[config.mk]
export PLATFORM = sky130hd
export DESIGN_NAME = uart_tx
export DESIGN_NICKNAME = d
export VERILOG_FILES = /design/src/rtl/uart_tx.sv
export SDC_FILE = /design/constraint.sdc
export NUM_CORES = 1
export LEC_CHECK = 0
export BUFFER_PORTS_ARGS = -buffer_cell sky130_fd_sc_hd__buf_4
export CAP_MARGIN = 30
export CORE_MARGIN = 1.5
export CORE_UTILIZATION = 42
export CTS_BUF_LIST = sky130_fd_sc_hd__clkbuf_2 sky130_fd_sc_hd__clkbuf_4 sky130_fd_sc_hd__clkbuf_8
export DETAILED_ROUTE_END_ITERATION = 16
export SYNTH_ARGS = -nofsm -noshare
export SYNTH_HDL_FRONTEND = slang
export SYNTH_SLANG_ARGS = --single-unit
[constraint.sdc]
create_clock -name clk -period 3.4 [get_ports clk]
set_clock_uncertainty 0.15 [all_clocks]
set_input_delay 0.68 -clock clk [delete_from_list [all_inputs] [get_ports clk]]
set_output_delay 0.68 -clock clk [all_outputs]
set_load 0.02 [all_outputs]
[src/rtl/uart_tx.sv]
// rtl/uart_tx.sv - UART 8N1 transmitter with a small byte FIFO ahead of the shifter
module uart_tx #(
    parameter int CLK_PER_BIT = 10417,
    parameter int FIFO_DEPTH  = 4
) (
    input  logic       clk,
    input  logic       rst,
    input  logic [7:0] data,
    input  logic       valid,
    output logic       ready,
    output logic       tx,
    output logic       busy
);

    localparam int PW = $clog2(FIFO_DEPTH);
    localparam int CW = PW + 1;
    localparam logic [13:0]   BIT_LAST   = 14'(CLK_PER_BIT - 1);
    localparam logic [CW-1:0] FULL_COUNT = CW'(FIFO_DEPTH);

    typedef enum logic [1:0] {
        IDLE,
        START,
        DATA,
        STOP
    } state_e;

    state_e        state_q, state_d;
    logic [13:0]   clk_count_q, clk_count_d;
    logic [2:0]    bit_index_q, bit_index_d;
    logic [2:0]    bit_next;
    logic [7:0]    shift_q, shift_d;
    logic          tx_q, tx_d;

    logic [7:0]    mem_q [FIFO_DEPTH];
    logic [PW-1:0] wr_ptr_q, rd_ptr_q;
    logic [CW-1:0] count_q;
    logic          push, pop, fifo_empty, bit_done;

    assign fifo_empty = (count_q == '0);
    assign ready      = (count_q != FULL_COUNT) && !rst;
    assign push       = valid && ready;
    assign busy       = (state_q != IDLE) || !fifo_empty;
    assign tx         = tx_q;
    assign bit_done   = (clk_count_q == BIT_LAST);
    assign bit_next   = bit_index_q + 3'd1;

    // A full FIFO refuses a push even when the shifter pops in the same cycle.
    always_ff @(posedge clk) begin
        if (rst) begin
            wr_ptr_q <= '0;
            rd_ptr_q <= '0;
            count_q  <= '0;
        end else begin
            if (push) wr_ptr_q <= wr_ptr_q + PW'(1);
            if (pop)  rd_ptr_q <= rd_ptr_q + PW'(1);
            case ({push, pop})
                2'b10:   count_q <= count_q + CW'(1);
                2'b01:   count_q <= count_q - CW'(1);
                default: count_q <= count_q;
            endcase
        end
    end

    always_ff @(posedge clk) begin
        if (push) mem_q[wr_ptr_q] <= data;
    end

    always_ff @(posedge clk) begin
        if (rst) begin
            state_q     <= IDLE;
            clk_count_q <= '0;
            bit_index_q <= '0;
            shift_q     <= '0;
            tx_q        <= 1'b1;
        end else begin
            state_q     <= state_d;
            clk_count_q <= clk_count_d;
            bit_index_q <= bit_index_d;
            shift_q     <= shift_d;
            tx_q        <= tx_d;
        end
    end

    // tx_d is always the value of the line for the next cycle, so tx leaves a flop.
    always_comb begin
        state_d     = state_q;
        clk_count_d = clk_count_q;
        bit_index_d = bit_index_q;
        shift_d     = shift_q;
        tx_d        = tx_q;
        pop         = 1'b0;

        case (state_q)
            IDLE: begin
                tx_d = 1'b1;
                if (!fifo_empty) begin
                    pop         = 1'b1;
                    shift_d     = mem_q[rd_ptr_q];
                    clk_count_d = '0;
                    tx_d        = 1'b0;
                    state_d     = START;
                end
            end
            START: begin
                if (bit_done) begin
                    clk_count_d = '0;
                    tx_d        = shift_q[0];
                    bit_index_d = '0;
                    state_d     = DATA;
                end else begin
                    clk_count_d = clk_count_q + 14'd1;
                end
            end
            DATA: begin
                if (bit_done) begin
                    clk_count_d = '0;
                    if (bit_index_q == 3'd7) begin
                        tx_d    = 1'b1;
                        state_d = STOP;
                    end else begin
                        bit_index_d = bit_next;
                        tx_d        = shift_q[bit_next];
                    end
                end else begin
                    clk_count_d = clk_count_q + 14'd1;
                end
            end
            STOP: begin
                if (bit_done) begin
                    clk_count_d = '0;
                    if (!fifo_empty) begin
                        pop     = 1'b1;
                        shift_d = mem_q[rd_ptr_q];
                        tx_d    = 1'b0;
                        state_d = START;
                    end else begin
                        state_d = IDLE;
                    end
                end else begin
                    clk_count_d = clk_count_q + 14'd1;
                end
            end
            default: state_d = IDLE;
        endcase
    end

endmodule

==> reports/summary.md <==
### Power and ir drop
* **Leakage** 1.22 nW
* **total power density per cell area** 782 mW/mm^2
* **IR Drop Worst-Case VDD** 0.344 mV

### Logic synthesis
* **area of the mapped netlist** 0.00314 sq mm
* **sequential-to-total area share from yosys stat** 54.1%
* **largest cells by area after synthesis** sky130_fd_sc_hd__edfxtp_1, sky130_fd_sc_hd__dfxtp_1, sky130_fd_sc_hd__mux4_2
* **synthesized area per cell** 11.7 sq um
* **area fraction of the dominant cell type after synthesis** 30.6%
* **share of flip-flops with an asynchronous set or reset after synthesis** 0%
* **Yosys warning total** 0
* **most repeated cell in the gate-level netlist after synthesis** sky130_fd_sc_hd__dfxtp_1
* **top post-synthesis cells by count** sky130_fd_sc_hd__dfxtp_1, sky130_fd_sc_hd__edfxtp_1, sky130_fd_sc_hd__nor2_1, sky130_fd_sc_hd__mux2i_1
* **count of mapped cells out of synthesis** 269
* **cell type with the largest total area after synthesis** sky130_fd_sc_hd__edfxtp_1
* **most frequently used flop master after synthesis** sky130_fd_sc_hd__dfxtp_1
* **FF+latch count, synth** 69
* **Unique masters post-synth** 50
* **EDFF count, synth** 32
* **net count of the mapped netlist** 295

### Routing
* **iteration count of the initial detailed-routing pass** 4
* **Starting DRT DRC Count** 89
* **via count** 2038
* **Routed WL per cell** 14.1 um
* **via-per-instance ratio** 5.25
* **Routed Antenna Nets** 0
* **wirelength, routed** 5480 um
* **detailed-route DRC error count** 0

### Clock tree
* **TritonCTS clock tree** yes
* **count of instances resized after the clock tree is built** 0
* **hold_buf cts** 0
* **postcts setup bufs** 0
* **clock transition at the registers of the reported paths** 0.08 ns
* **Root Driver** sky130_fd_sc_hd__clkbuf_8
* **number of CTS-inserted buffers** 9
* **Clock Latency Late Sink** 0.35 ns
* **CTS H-tree lvls** 3
* **Clock Path Buffers** 2
* **clk sinks** 69

### Floorplanning
* **Die Footprint** 0.00801 sq mm
* **IO Count** 14
* **area of the placeable core** 0.00725 sq mm
* **overall die height** 89.5 um
* **die width** 89.5 um
* **effective utilization at floorplan** 43.4%
* **Rows** 31

### Placement
* **number of buffers added on ports** 13
* **HPWL Detailed** 3850 um
* **GPL Wtd Cong** 0.733
* **placed cells** 372

### Finish
* **Layout Nets** 310
* **Area Overhead vs Synth** 12.4%
* **count of fill cells added during filler insertion** 665
* **share of post-route cells with drive strength above 1** 15.9%
* **ant diodes** 0
* **Layout Cells excl Fill** 388
* **area of all sequential standard cells** 0.00170 sq mm
* **area occupied by multi-input gates** 0.00135 sq mm

### STA
* **fin crit period** 3.03 ns
* **Setup Viol. Count Final** 0
* **Max Slew Vio Count** 0
* **Final Hold Violating Endpoints** 0
* **total negative setup slack** 0 ns
* **unrepaired setup endpoints after global routing** no
* **Max transition margin** 64.2%
* **transition at the pin with the smallest max-transition slack** 0.537 ns
* **final worst path period share** 89.1%
* **highest clock frequency the design can meet** 0.330 GHz

### Global route
* **remaining global-route overflow** 0
* **first-pass GRT wire length** 9400 um
* **GRT Total Usage** 16.0%
* **number of global-route vias before repair** 1987
* **number of antenna violations at the first check in global routing** 0
* **pin count of the biggest net entering global routing** 31

### Critical path
* **kind of end point of the critical path** flip-flop
* **standard cell with the maximum stage delay on the critical path** sky130_fd_sc_hd__or4b_1
* **Worst Setup Start Kind** flip-flop
* **CP required** 3.54 ns
* **largest driver fanout on the critical path** 5
* **category of the critical setup timing path** reg2reg
* **series of cell instances along the critical path** or4b_1 -> nor4_2 -> a21oi_1 -> nor2_1 -> ha_1 -> inv_1 -> fa_1 -> xor2_1 -> or3_1 -> a21oi_1
* **arrival time worst endpoint** 3.16 ns
* **delay contributed by the slowest stage of the critical path** 0.57 ns
* **most numerous cell on the critical path** sky130_fd_sc_hd__a21oi_1

### Outcome
* **outcome** completed

### Job
* **MaxCap Viol Count** 0

### Hold path
* **type of the tightest min-delay check** reg2reg

## layout by cell type (no fill, tap or decap), types with 2 or more instances in the layout
| master | synthesis | final |
|---|---|---|
| sky130_fd_sc_hd__mux2i_1 | 17 | 17 |
| sky130_fd_sc_hd__nor3_1 | 4 | 4 |
| sky130_fd_sc_hd__buf_4 | 0 | 14 |
| sky130_fd_sc_hd__dfxtp_1 | 37 | 37 |
| sky130_fd_sc_hd__mux4_2 | 8 | 8 |
| sky130_fd_sc_hd__or3_1 | 8 | 8 |
| sky130_fd_sc_hd__xor2_1 | 3 | 3 |
| sky130_fd_sc_hd__clkinvlp_4 | 0 | 3 |
| sky130_fd_sc_hd__ha_1 | 14 | 14 |
| sky130_fd_sc_hd__and2_1 | 3 | 3 |
| sky130_fd_sc_hd__nor2b_1 | 2 | 2 |
| sky130_fd_sc_hd__nand2_1 | 12 | 12 |
| sky130_fd_sc_hd__a21oi_2 | 2 | 2 |
| sky130_fd_sc_hd__or4_1 | 3 | 3 |
| sky130_fd_sc_hd__a21oi_1 | 15 | 15 |
| sky130_fd_sc_hd__nor2_1 | 23 | 23 |
| sky130_fd_sc_hd__a21o_1 | 3 | 3 |
| sky130_fd_sc_hd__o31ai_1 | 3 | 3 |
| sky130_fd_sc_hd__and3_1 | 5 | 5 |
| sky130_fd_sc_hd__inv_1 | 15 | 15 |
| sky130_fd_sc_hd__nand4_1 | 3 | 3 |
| sky130_fd_sc_hd__edfxtp_1 | 32 | 32 |
| sky130_fd_sc_hd__nand2b_1 | 6 | 6 |
| sky130_fd_sc_hd__clkbuf_8 | 0 | 9 |
| sky130_fd_sc_hd__a31oi_1 | 5 | 5 |
| sky130_fd_sc_hd__o21ai_0 | 7 | 7 |
| sky130_fd_sc_hd__nand3_1 | 5 | 5 |
## stage by stage
stage | area, sq um | setup WS (ns) | power, mW | utilization (%) | hold WS (ns)
5_1_grt | 3530 | 0.101 | 2.97 | 48.7 | 0.350
4_1_cts | 3530 | 0.367 | 2.80 | 48.7 | 0.333
3_5_place_dp | 3340 | 0.384 | 2.13 | 46.0 | 0.323
2_1_floorplan | 3140 | 0.562 | 1.90 | - | 0.295
3_3_place_gp | 3340 | 0.420 | 2.12 | 46.0 | 0.313
6_report | 3530 | 0.372 | 2.76 | 48.7 | 0.334
## worst max-delay path: cells and delay by family, from the launching register on
family                     cells  cell delay, ns
adders and majority gates      2            0.55
DFF                            1            0.35
xor gates and xnor gates       1            0.16
and+or+nand+nor                4            1.36
AOI/OAI and AO/OA              2            0.34
buffers and inverters          1            0.06
## final timing paths
kind                                     from                      end  slack, ns  cells past startpoint
setup / recovery  clk_count_q[8]$_SDFFE_PP0P_  count_q[2]$_SDFFE_PP0P_       0.37                     10
hold / removal       rd_ptr_q[1]$_SDFFE_PP0P_                flip-flop       0.33                      2
setup reg to reg  clk_count_q[8]$_SDFFE_PP0P_  count_q[2]$_SDFFE_PP0P_       0.37                     10
hold reg to reg      rd_ptr_q[1]$_SDFFE_PP0P_                flip-flop       0.33                      2
## routing by layer
layer | track usage, % | share of wire [%] | vias to the layer above
li1 | - | - | 1023
met1 | 19.3 | 46 | 960
met2 | 25.8 | 48 | 38
met3 | 3.79 | 3.0 | 17
met4 | 9.79 | 2.9 | 0
met5 | 0 | 0 | -
## cell type report
cell class	instances	area share, %
Multi-Input combinational cell	175	38.2
Clock inverter	7	2.12
Tap cell	99	3.50
Sequential cell	69	48.1
Inverter	15	1.59
Timing Repair Buffer	14	2.97
Clock buffer	9	3.50
## flip-flops by register name (all words and copies together) (netlist names), named ones only
name,cells
shift_q,8
rd_ptr_q,2
mem_q,32
bit_index_q,3
state_q,2
clk_count_q,14
tx,1
wr_ptr_q,2
count_q,3
## kinds of logic (layout without fill, tap and decap cells)
kind of cell,count (synthesis),after routing,synth area share (%)
DFF,69,69,54.1
AOI/OAI and AO/OA,47,47,9.83
and+or+nand+nor,84,84,14.6
muxes,25,25,11.1
xor gates and xnor gates,4,4,1.11
buffers and inverters,25,45,2.98
adders and majority gates,15,15,6.21
## report_power, final
| part | leakage (nW) | internal, mW | total (mW) | switching (mW) |
|---|---|---|---|---|
| Sequential | 0.591 | 1.00 | 1.12 | 0.117 |
| Clock | 0.0918 | 0.340 | 0.667 | 0.327 |
| Combinational | 0.538 | 0.446 | 0.977 | 0.531 |
(Power assumes the default switching activity.)
